===== config.mk =====
export PLATFORM = sky130hd
export DESIGN_NAME = alu_pipe
export DESIGN_NICKNAME = d
export VERILOG_FILES = /design/src/rtl/alu_pkg.sv /design/src/rtl/alu_core.sv /design/src/rtl/alu_pipe.sv
export SDC_FILE = /design/constraint.sdc
export NUM_CORES = 1
export LEC_CHECK = 0
export BUFFER_PORTS_ARGS = -buffer_cell sky130_fd_sc_hd__buf_2
export CAP_MARGIN = 20
export CELL_PAD_IN_SITES_DETAIL_PLACEMENT = 1
export CELL_PAD_IN_SITES_GLOBAL_PLACEMENT = 2
export CORE_MARGIN = 4
export CORE_UTILIZATION = 33
export CTS_CLUSTER_SIZE = 40
export DETAILED_ROUTE_END_ITERATION = 10
export PLACE_DENSITY = 0.75
export SLEW_MARGIN = 20
export SYNTH_ARGS = -nofsm -noshare
export SYNTH_HDL_FRONTEND = slang
export SYNTH_HIERARCHICAL = 1
export SYNTH_SLANG_ARGS = --single-unit

===== constraint.sdc =====
create_clock -name clk_pi -period 3.8 [get_ports clk_pi]
set_clock_uncertainty 0.05 [all_clocks]
set_input_delay 0.76 -clock clk_pi [delete_from_list [all_inputs] [get_ports clk_pi]]
set_output_delay 0.76 -clock clk_pi [all_outputs]
set_load 0.02 [all_outputs]

===== src/rtl/alu_pkg.sv =====
// alu_pkg
//   Shared definitions for the pipelined ALU: function codes for the 2-operand
//   and 1-operand classes, control codes, the decoded-operation enum and the
//   decode helper that applies the operation-class priority.
//   No ports (package).

package alu_pkg;

  // 2-operand function codes
  localparam logic [2:0] FUNC_ADD  = 3'b000;
  localparam logic [2:0] FUNC_ADDC = 3'b001;
  localparam logic [2:0] FUNC_SUB  = 3'b010;
  localparam logic [2:0] FUNC_SUBB = 3'b011;
  localparam logic [2:0] FUNC_AND  = 3'b100;
  localparam logic [2:0] FUNC_OR   = 3'b101;
  localparam logic [2:0] FUNC_XOR  = 3'b110;
  localparam logic [2:0] FUNC_XNOR = 3'b111;

  // 1-operand function codes
  localparam logic [2:0] FUNC_NOT    = 3'b000;
  localparam logic [2:0] FUNC_SHIFTL = 3'b001;
  localparam logic [2:0] FUNC_SHIFTR = 3'b010;
  localparam logic [2:0] FUNC_CP     = 3'b011;

  // Control instruction codes used by the surrounding processor decoder
  localparam logic [1:0] CTRL_STC   = 2'd0;
  localparam logic [1:0] CTRL_STB   = 2'd1;
  localparam logic [1:0] CTRL_RESET = 2'd2;
  localparam logic [1:0] CTRL_HALT  = 2'd3;

  typedef enum logic [4:0] {
    OP_ADD,
    OP_ADDC,
    OP_SUB,
    OP_SUBB,
    OP_AND,
    OP_OR,
    OP_XOR,
    OP_XNOR,
    OP_NOT,
    OP_SHIFTL,
    OP_SHIFTR,
    OP_CP,
    OP_ADDI,
    OP_SUBI,
    OP_LS,
    OP_STC,
    OP_STB,
    OP_NOP
  } alu_op_e;

  // Collapse the one-hot-ish class selects and function code into one op.
  // Earlier classes win when several selects are high; undefined 1-operand
  // codes and "no class selected" both become a NOP.
  function automatic alu_op_e decode_op(
    input logic       arith_2op,
    input logic       arith_1op,
    input logic       addi,
    input logic       subi,
    input logic       load_or_store,
    input logic       stc_cmd,
    input logic       stb_cmd,
    input logic [2:0] func
  );
    alu_op_e op;
    op = OP_NOP;
    if (arith_2op) begin
      case (func)
        FUNC_ADD:  op = OP_ADD;
        FUNC_ADDC: op = OP_ADDC;
        FUNC_SUB:  op = OP_SUB;
        FUNC_SUBB: op = OP_SUBB;
        FUNC_AND:  op = OP_AND;
        FUNC_OR:   op = OP_OR;
        FUNC_XOR:  op = OP_XOR;
        default:   op = OP_XNOR;
      endcase
    end else if (arith_1op) begin
      case (func)
        FUNC_NOT:    op = OP_NOT;
        FUNC_SHIFTL: op = OP_SHIFTL;
        FUNC_SHIFTR: op = OP_SHIFTR;
        FUNC_CP:     op = OP_CP;
        default:     op = OP_NOP;
      endcase
    end else if (addi) begin
      op = OP_ADDI;
    end else if (subi) begin
      op = OP_SUBI;
    end else if (load_or_store) begin
      op = OP_LS;
    end else if (stc_cmd) begin
      op = OP_STC;
    end else if (stb_cmd) begin
      op = OP_STB;
    end
    return op;
  endfunction

endpackage


===== src/rtl/alu_core.sv =====
// alu_core
//   Purely combinational datapath of the ALU.
//   Ports:
//     op          decoded operation
//     op_a, op_b  register operands
//     imm_ext     immediate, already sign-extended to WIDTH
//     carry_in    current carry flag
//     borrow_in   current borrow flag
//     result      WIDTH-bit result (modulo 2^WIDTH)
//     carry_next / carry_we    new carry value and its write enable
//     borrow_next / borrow_we  new borrow value and its write enable

module alu_core
  import alu_pkg::*;
#(
  parameter int WIDTH = 16
) (
  input  alu_op_e          op,
  input  logic [WIDTH-1:0] op_a,
  input  logic [WIDTH-1:0] op_b,
  input  logic [WIDTH-1:0] imm_ext,
  input  logic             carry_in,
  input  logic             borrow_in,
  output logic [WIDTH-1:0] result,
  output logic             carry_next,
  output logic             borrow_next,
  output logic             carry_we,
  output logic             borrow_we
);

  // Arithmetic runs one bit wider on zero-extended operands; the extra top
  // bit is the carry for additions and the borrow for subtractions.
  logic [WIDTH:0] a_ext;
  logic [WIDTH:0] b_ext;
  logic [WIDTH:0] i_ext;
  logic [WIDTH:0] c_ext;
  logic [WIDTH:0] w_ext;
  logic [WIDTH:0] wide;

  assign a_ext = {1'b0, op_a};
  assign b_ext = {1'b0, op_b};
  assign i_ext = {1'b0, imm_ext};
  assign c_ext = {{WIDTH{1'b0}}, carry_in};
  assign w_ext = {{WIDTH{1'b0}}, borrow_in};

  always_comb begin
    wide        = '0;
    result      = '0;
    carry_next  = 1'b0;
    borrow_next = 1'b0;
    carry_we    = 1'b0;
    borrow_we   = 1'b0;
    case (op)
      OP_ADD, OP_ADDC, OP_ADDI: begin
        if (op == OP_ADD)       wide = a_ext + b_ext;
        else if (op == OP_ADDC) wide = a_ext + b_ext + c_ext;
        else                    wide = a_ext + i_ext;
        result     = wide[WIDTH-1:0];
        carry_next = wide[WIDTH];
        carry_we   = 1'b1;
      end
      OP_SUB, OP_SUBB, OP_SUBI: begin
        if (op == OP_SUB)       wide = a_ext - b_ext;
        else if (op == OP_SUBB) wide = a_ext - b_ext - w_ext;
        else                    wide = a_ext - i_ext;
        result      = wide[WIDTH-1:0];
        borrow_next = wide[WIDTH];
        borrow_we   = 1'b1;
      end
      OP_LS: begin
        wide   = a_ext + i_ext;
        result = wide[WIDTH-1:0];
      end
      OP_AND:    result = op_a & op_b;
      OP_OR:     result = op_a | op_b;
      OP_XOR:    result = op_a ^ op_b;
      OP_XNOR:   result = ~(op_a ^ op_b);
      OP_NOT:    result = ~op_a;
      OP_SHIFTL: result = {op_a[WIDTH-2:0], 1'b0};
      OP_SHIFTR: result = {1'b0, op_a[WIDTH-1:1]};
      OP_CP:     result = op_a;
      OP_STC: begin
        carry_next = 1'b1;
        carry_we   = 1'b1;
      end
      OP_STB: begin
        borrow_next = 1'b1;
        borrow_we   = 1'b1;
      end
      default: ;
    endcase
  end

endmodule


===== src/rtl/alu_pipe.sv =====
// alu_pipe
//   Two-stage pipelined ALU. S1 registers the decoded instruction and its
//   operands, S2 holds the computed result. Carry and borrow live here as
//   flag registers so chained ADDC/SUBB see the previous instruction's flag.
//   Ports:
//     clk_pi, reset_n_pi           clock (rising edge), async active-low reset
//     in_valid_pi / in_ready_po    upstream handshake
//     *_pi class selects, alu_func_pi, reg1/reg2/immediate   instruction
//     flush_pi                     drop the instruction held in S1
//     out_valid_po / out_ready_pi  downstream handshake
//     alu_result_po, zero_po       registered result and its zero indication
//     carry_out_po, borrow_out_po  flag registers

module alu_pipe
  import alu_pkg::*;
#(
  parameter int WIDTH = 16,
  parameter int IMM_W = 6
) (
  input  logic             clk_pi,
  input  logic             reset_n_pi,
  input  logic             in_valid_pi,
  output logic             in_ready_po,
  input  logic             arith_2op_pi,
  input  logic             arith_1op_pi,
  input  logic             addi_pi,
  input  logic             subi_pi,
  input  logic             load_or_store_pi,
  input  logic             stc_cmd_pi,
  input  logic             stb_cmd_pi,
  input  logic [2:0]       alu_func_pi,
  input  logic [WIDTH-1:0] reg1_data_pi,
  input  logic [WIDTH-1:0] reg2_data_pi,
  input  logic [IMM_W-1:0] immediate_pi,
  input  logic             flush_pi,
  output logic             out_valid_po,
  input  logic             out_ready_pi,
  output logic [WIDTH-1:0] alu_result_po,
  output logic             zero_po,
  output logic             carry_out_po,
  output logic             borrow_out_po
);

  logic             s1_valid;
  alu_op_e          s1_op;
  logic [WIDTH-1:0] s1_a;
  logic [WIDTH-1:0] s1_b;
  logic [IMM_W-1:0] s1_imm;

  logic             s2_valid;
  logic [WIDTH-1:0] s2_result;
  logic             carry_q;
  logic             borrow_q;

  logic             s1_advance;
  logic             s1_commit;
  logic             in_xfer;
  logic [WIDTH-1:0] imm_ext;

  logic [WIDTH-1:0] core_result;
  logic             core_carry;
  logic             core_borrow;
  logic             core_carry_we;
  logic             core_borrow_we;

  // S1 may advance whenever S2 is empty or being drained. A flush still lets
  // S1 refill from upstream but kills the instruction that would have moved,
  // so it never reaches S2 and never touches the flags.
  assign s1_advance  = s1_valid && (!s2_valid || out_ready_pi);
  assign s1_commit   = s1_advance && !flush_pi;
  assign in_ready_po = !s1_valid || s1_advance;
  assign in_xfer     = in_valid_pi && in_ready_po;
  assign imm_ext     = {{(WIDTH-IMM_W){s1_imm[IMM_W-1]}}, s1_imm};

  alu_core #(
    .WIDTH (WIDTH)
  ) u_core (
    .op          (s1_op),
    .op_a        (s1_a),
    .op_b        (s1_b),
    .imm_ext     (imm_ext),
    .carry_in    (carry_q),
    .borrow_in   (borrow_q),
    .result      (core_result),
    .carry_next  (core_carry),
    .borrow_next (core_borrow),
    .carry_we    (core_carry_we),
    .borrow_we   (core_borrow_we)
  );

  // Decode stage: capture a new instruction on transfer, otherwise empty out
  // when the held instruction moves on or is flushed.
  always_ff @(posedge clk_pi or negedge reset_n_pi) begin
    if (!reset_n_pi) begin
      s1_valid <= 1'b0;
      s1_op    <= OP_NOP;
      s1_a     <= '0;
      s1_b     <= '0;
      s1_imm   <= '0;
    end else if (in_xfer) begin
      s1_valid <= 1'b1;
      s1_op    <= decode_op(arith_2op_pi, arith_1op_pi, addi_pi, subi_pi,
                            load_or_store_pi, stc_cmd_pi, stb_cmd_pi,
                            alu_func_pi);
      s1_a     <= reg1_data_pi;
      s1_b     <= reg2_data_pi;
      s1_imm   <= immediate_pi;
    end else if (s1_advance || flush_pi) begin
      s1_valid <= 1'b0;
    end
  end

  // Execute/output stage and flag registers: results and flag updates are
  // committed together so the flags always belong to the newest result.
  always_ff @(posedge clk_pi or negedge reset_n_pi) begin
    if (!reset_n_pi) begin
      s2_valid  <= 1'b0;
      s2_result <= '0;
      carry_q   <= 1'b0;
      borrow_q  <= 1'b0;
    end else begin
      if (s1_commit) begin
        s2_valid  <= 1'b1;
        s2_result <= core_result;
        if (core_carry_we)  carry_q  <= core_carry;
        if (core_borrow_we) borrow_q <= core_borrow;
      end else if (out_ready_pi) begin
        s2_valid <= 1'b0;
      end
    end
  end

  assign out_valid_po  = s2_valid;
  assign alu_result_po = s2_result;
  assign zero_po       = s2_valid && (s2_result == '0);
  assign carry_out_po  = carry_q;
  assign borrow_out_po = borrow_q;

endmodule


* After elaboration in Yosys (flattened, before gate mapping) *
Cells that the tools add are included.
Widths: inputs -> output; s select.

operators by class
  add/subtract/negate cells = 6
  equality and inequality tests = 22
  multiplexer cells = 22
  bitwise gates (word level) = 5
  reductions and logical operators = 21

operators with widths
  kind                number
  $pmux 16 s11        1
  $mux 17             4
  $eq 5x4->1 const B  8
  $add 16x16->17      2
  $sub 16x16->17      2
  $not 16->16         2
  $mux 5              6
  $pmux 3 s7          1
  $eq 5x3->1 const B  4
  $pmux 5 s4          1
  $add 17x1->17       1
  $sub 17x1->17       1
  $and 16x16->16      1
  $logic_not 16->1    1
  $or 16x16->16       1
  $xor 16x16->16      1
  $eq 5x2->1 const B  2
  $eq 3x3->1 const B  3
  $reduce_or 4->1     2
  $mux 1              7
  $eq 3x2->1 const B  2
  $reduce_or 3->1     2
  $eq 5x1->1 const B  1
  $eq 5x5->1 const B  1
  9 further kinds     19

storage, ports and cells
  flip-flop bits (word level) = 63
  output and inout port bits = 21
  word-level logic and storage cells = 85

* Longest topological paths before layout *
  depth in word-level cells = 7
  gate-level depth with buffers = 15
  depth with buffers taken out = 15

* Hierarchy *
The synthesis kept the hierarchy.

modules (own cells, without submodules)
  module    instances  cells an instance  area an instance (µm²)  seq. area each (µm²)
  alu_core  1          926                6012.0                  0.0
  alu_pipe  1          167                2558.7                  1579.0

* Worst setup path before layout *
No wires, ideal clock.

  path kind = register -> register
  start = register s1_a[1]
  end = register s2_result[12] (netlist: alu_result_po[12])
  data arrival time = 3.511 ns
  required time = 3.625 ns
  path slack = 0.114 ns
  cell stages (with the launch flop) = 13
  path buffers = 0
  cell sequence = dfrtp_1 > inv_1 > ha_1 > a211oi_2 > nor2_1 > a221oi_1 > xor2_1 > nor3_1 > nand3_1 > or4_1 > o211ai_1 > o211ai_1 > mux2_2

on the way
  cells in the longest elaborated chain, start to end = 5
  elaborated cells between the ends (all ways) = 11
  classes of those cells = add/sub (6); mux (5)

ends and longest elaborated chain
  what                                                     line                            RTL
  start, declared                                          alu_pipe.sv:46                  logic [WIDTH-1:0] s1_a;
  start signal, assigned                                   alu_pipe.sv:105                 s1_a <= reg1_data_pi;
  $sub 16x16->17 / $add 16x16->17 (equally long branches)  n/a
  $sub 17x1->17 / $add 17x1->17 (equally long branches)    alu_core.sv:64, alu_core.sv:56
  $mux 17 (on tied branches)                               alu_core.sv:64, alu_core.sv:56
  $mux 17 (on tied branches)                               alu_core.sv:63, alu_core.sv:55
  $pmux 16 s11 *                                           alu_core.sv:53                  case (op)
  named net core_result[12]                                alu_pipe.sv:60                  logic [WIDTH-1:0] core_result;
  end signal, assigned                                     alu_pipe.sv:124                 s2_result <= core_result;
  end, declared                                            alu_pipe.sv:51                  logic [WIDTH-1:0] s2_result;

Mark *: on every way through the listed nets, which the timed path passes. The rest lies on a longest branch.
A chain may end at the register's enable or synchronous reset.

* Final worst setup path *
  start = register s1_b[0]
  end = register s2_result[14] (netlist: alu_result_po[14])

on the way
  cells in the longest elaborated chain, start to end = 5
  elaborated cells between the ends (all ways) = 9
  classes of those cells = add/sub (4); mux (5)

ends and longest elaborated chain
  what                                                     line                            RTL
  start, declared                                          alu_pipe.sv:47                  logic [WIDTH-1:0] s1_b;
  start signal, assigned                                   alu_pipe.sv:106                 s1_b <= reg2_data_pi;
  $sub 16x16->17 / $add 16x16->17 (equally long branches)  n/a
  $sub 17x1->17 / $add 17x1->17 (equally long branches)    alu_core.sv:64, alu_core.sv:56
  $mux 17 (on tied branches)                               alu_core.sv:64, alu_core.sv:56
  $mux 17 (on tied branches)                               alu_core.sv:63, alu_core.sv:55
  $pmux 16 s11 *                                           alu_core.sv:53
  named net core_result[14]                                alu_pipe.sv:60

Marks and branches as above.

==> run summary <==
Port bufs: 73
CTS root buf: clkbuf_16
Final Hold Viols: 0
Synth unique cells: 84
Status: finished, final reports clean
Final Routed Wirelength: 38000 um
Grt ovf: 0
Internal power: 3.04 mW
Syn_nets: 1234
Min Tclk post-route: 3.68 ns
Area delta synth->final: 24.1%
Hold_ws: 0.361 ns
Core Util, Final: 41.9%
Sw frac: 48.1%
Chip Height: 169 um
Psw: 2.81 mW
Initial Utilization: 33.7%
Syn Area/Cell: 7.84 um^2
Clock share of power: 17.9%
Worst setup EP type: flop
Worst skew pair latency: 0.36 ns
Max Fclk: 272 MHz
GPL Wtd Cong: 0.959
Worst Tran Pin Value: 1.08 ns
PD cells: 550 nW/um^2
Max_cap viols: 0
Antenna diodes: 0
WL met1: 16800 um
Via Count: 9284
FFs w/ async S/R, synth: 100%
Vias in the first global route: 9386
Yosys warnings: 6
DRC: 0
Max_slew headroom: 27.2%
FILL cells: 3175
Core Region: 25400 um^2
Setup CP Type: reg2reg
1st-iter DRT viols: 643
Commonest non-fill, non-tap cell in the layout: buf_4
First-pass iteration count of the detailed router: 5
Via-to-Cell Ratio: 5.86
Dpl hpwl: 29800 um
Row count: 58
Die Width: 169 um
Placed cell areas: 9970 um^2
# IOs: 74
CTS Buf Count: 9
Final setup fails: 0
FF-to-FF Start: s1_b[0]
Initial antenna violation count: 0
Crit path DAT: 3.87 ns
Sequential share of power: 16.8%
Clk buf depth: 2
Antenna-violating nets left: 0
Share of cells above drive strength 1: 27.9%
VDD IR-drop max: 0.240 mV
Synth Cell Area: 8570 um^2
Combinational share of power: 65.2%
Clock slew at reported path FFs: 0.07 ns
Largest net degree at the start of global routing: 48
Commonest non-fill, non-tap cells in the layout: buf_4 (131), nand2_1 (87), ha_1 (80)
#FFs+latches synth: 63
Cell count after synthesis: 1093
First-pass GRT wire length: 57400 um
Max Used Layer: met4
Die area: 28600 um^2
Metal3 WL: 2140 um
LEAKAGE: 4.69 nW
RSZ-0062 raised after global routing: yes
Critical Path Start: s1_b[0]
CTS tree: yes
Fin area: 10600 um^2
Clk sink count: 63
H-tree Lvls: 3
Worst path required time: 4.00 ns
CP Launch Type: flop
Slew Viols, Final: 0
WL/cell: 24.0 um
EDFF count, synth: 0
Layout Nets: 1389
Hold Path Class: in2async
Fin crit share: 96.8%
Dominant synthesized flop cell: dfrtp_1
R2R depth: 15
Max FO, Critical Path: 4
Total GRT Usage: 26.0%
Sequential area share after synthesis: 18.4%
Met2 wire length: 17800 um
==> final timing paths <==
path / slack (ns) / endpoint
max: 0.12 / alu_result_po[14]
min: 0.36 / s1_b[12]
max reg2reg: 0.12 / alu_result_po[14]
min reg2reg: 0.49 / alu_result_po[2]
max in group asynchronous: 2.81 / s1_op[1]
min in group clk_pi: 0.49 / alu_result_po[2]
==> sequential cells by signal (all words and copies together) (netlist names) <==
register,flops
alu_result_po,16
s1_a,16
s1_valid,1
carry_out_po,1
s1_b,16
borrow_out_po,1
out_valid_po,1
s1_imm,6
s1_op,5
==> layout make-up <==
class	instances	area, um^2	share of cell area [%]
inverters	75	282	2.65
repair buffers	205	1350	12.7
flip-flops and latches	63	1580	14.9
clock buffers	10	239	2.25
clock inverters	6	116	1.09
well taps	330	413	3.88
multi-input cells	894	6650	62.5
==> logic make-up (layout without fill, tap and decap cells) <==
logic type,Yosys count,in the layout,share of synthesized area [%]
flops,63,63,18.4
fa+ha+maj,88,88,13.2
xor+xnor,54,54,5.52
mux,70,70,9.01
compound gates,331,331,26.0
simple gates,351,351,21.0
buf+inv,136,296,6.79
==> through the flow <==
stage | worst slack [ns] | std cells | TNS (ns) | total power, mW
6_report | 0.123 | 1583 | 0 | 5.85
5_1_grt | -0.0318 | 1583 | -0.0850 | 6.22
4_1_cts | 0.0117 | 1575 | 0 | 5.68
3_5_place_dp | -0.324 | 1558 | -1.28 | 4.56
3_3_place_gp | -0.250 | 1558 | -0.447 | 4.52
2_1_floorplan | 0.114 | 1093 | 0 | 3.18
==> cell usage after synthesis (8+ instances only) <==
cell / instances / area, um^2
a211o_1: 8 / 70.1
a211oi_1: 11 / 82.6
a21oi_1: 72 / 360
a221oi_1: 11 / 96.3
a31oi_1: 10 / 62.6
and3_1: 8 / 50.1
clkbuf_1: 43 / 161
dfrtp_1: 61 / 1530
ha_1: 84 / 1050
inv_1: 75 / 282
mux2_2: 57 / 642
mux2i_1: 13 / 130
nand2_1: 87 / 327
nand2b_1: 16 / 100
nand3_1: 30 / 150
nand4_1: 11 / 68.8
nor2_1: 77 / 289
nor2b_1: 22 / 138
nor3_1: 27 / 135
nor4_1: 16 / 100
o211ai_1: 18 / 135
o21a_1: 8 / 60.1
o21ai_0: 66 / 330
o21bai_1: 9 / 67.6
o22ai_1: 30 / 188
o31ai_1: 16 / 120
or2_2: 9 / 56.3
or3_1: 9 / 56.3
xnor2_1: 38 / 333
xor2_1: 16 / 140
==> worst max-delay path, cell delays in order, from the launching register on <==
cell	delay, ns
dfrtp_1	0.40
ha_2	0.21
inv_1	0.06
fa_2	0.38
nor2b_2	0.14
o211ai_1	0.19
buf_4	0.20
a211oi_1	0.20
buf_4	0.17
o21a_1	0.13
o211ai_1	0.20
buf_4	0.22
a221oi_1	0.38
o221a_2	0.27
o211ai_1	0.09
mux2_2	0.28
==> power groups by stage <==
stage	sequential [mW]	clock (mW)	combinational (mW)
2_1_floorplan	1.08	0	2.10
3_3_place_gp	0.991	0	3.53
3_5_place_dp	0.998	0	3.56
4_1_cts	0.985	1.07	3.62
5_1_grt	1.01	1.09	4.12
6_report	0.984	1.05	3.82
==> metal layers <==
layer | vias up | global-route usage [%]
met1 | 4608 | 34.9
li1 | 4319 | -
met5 | - | 0
met3 | 60 | 3.54
met2 | 297 | 43.5
met4 | 0 | 7.81
==> timing repair <==
item	4_1_cts	5_1_grt
gates resized for setup	11	42
setup endpoints to repair	8	9
hold buffers	0	0
buffers inserted	1	7
pin swaps	2	22
(Power assumes the default switching activity.)
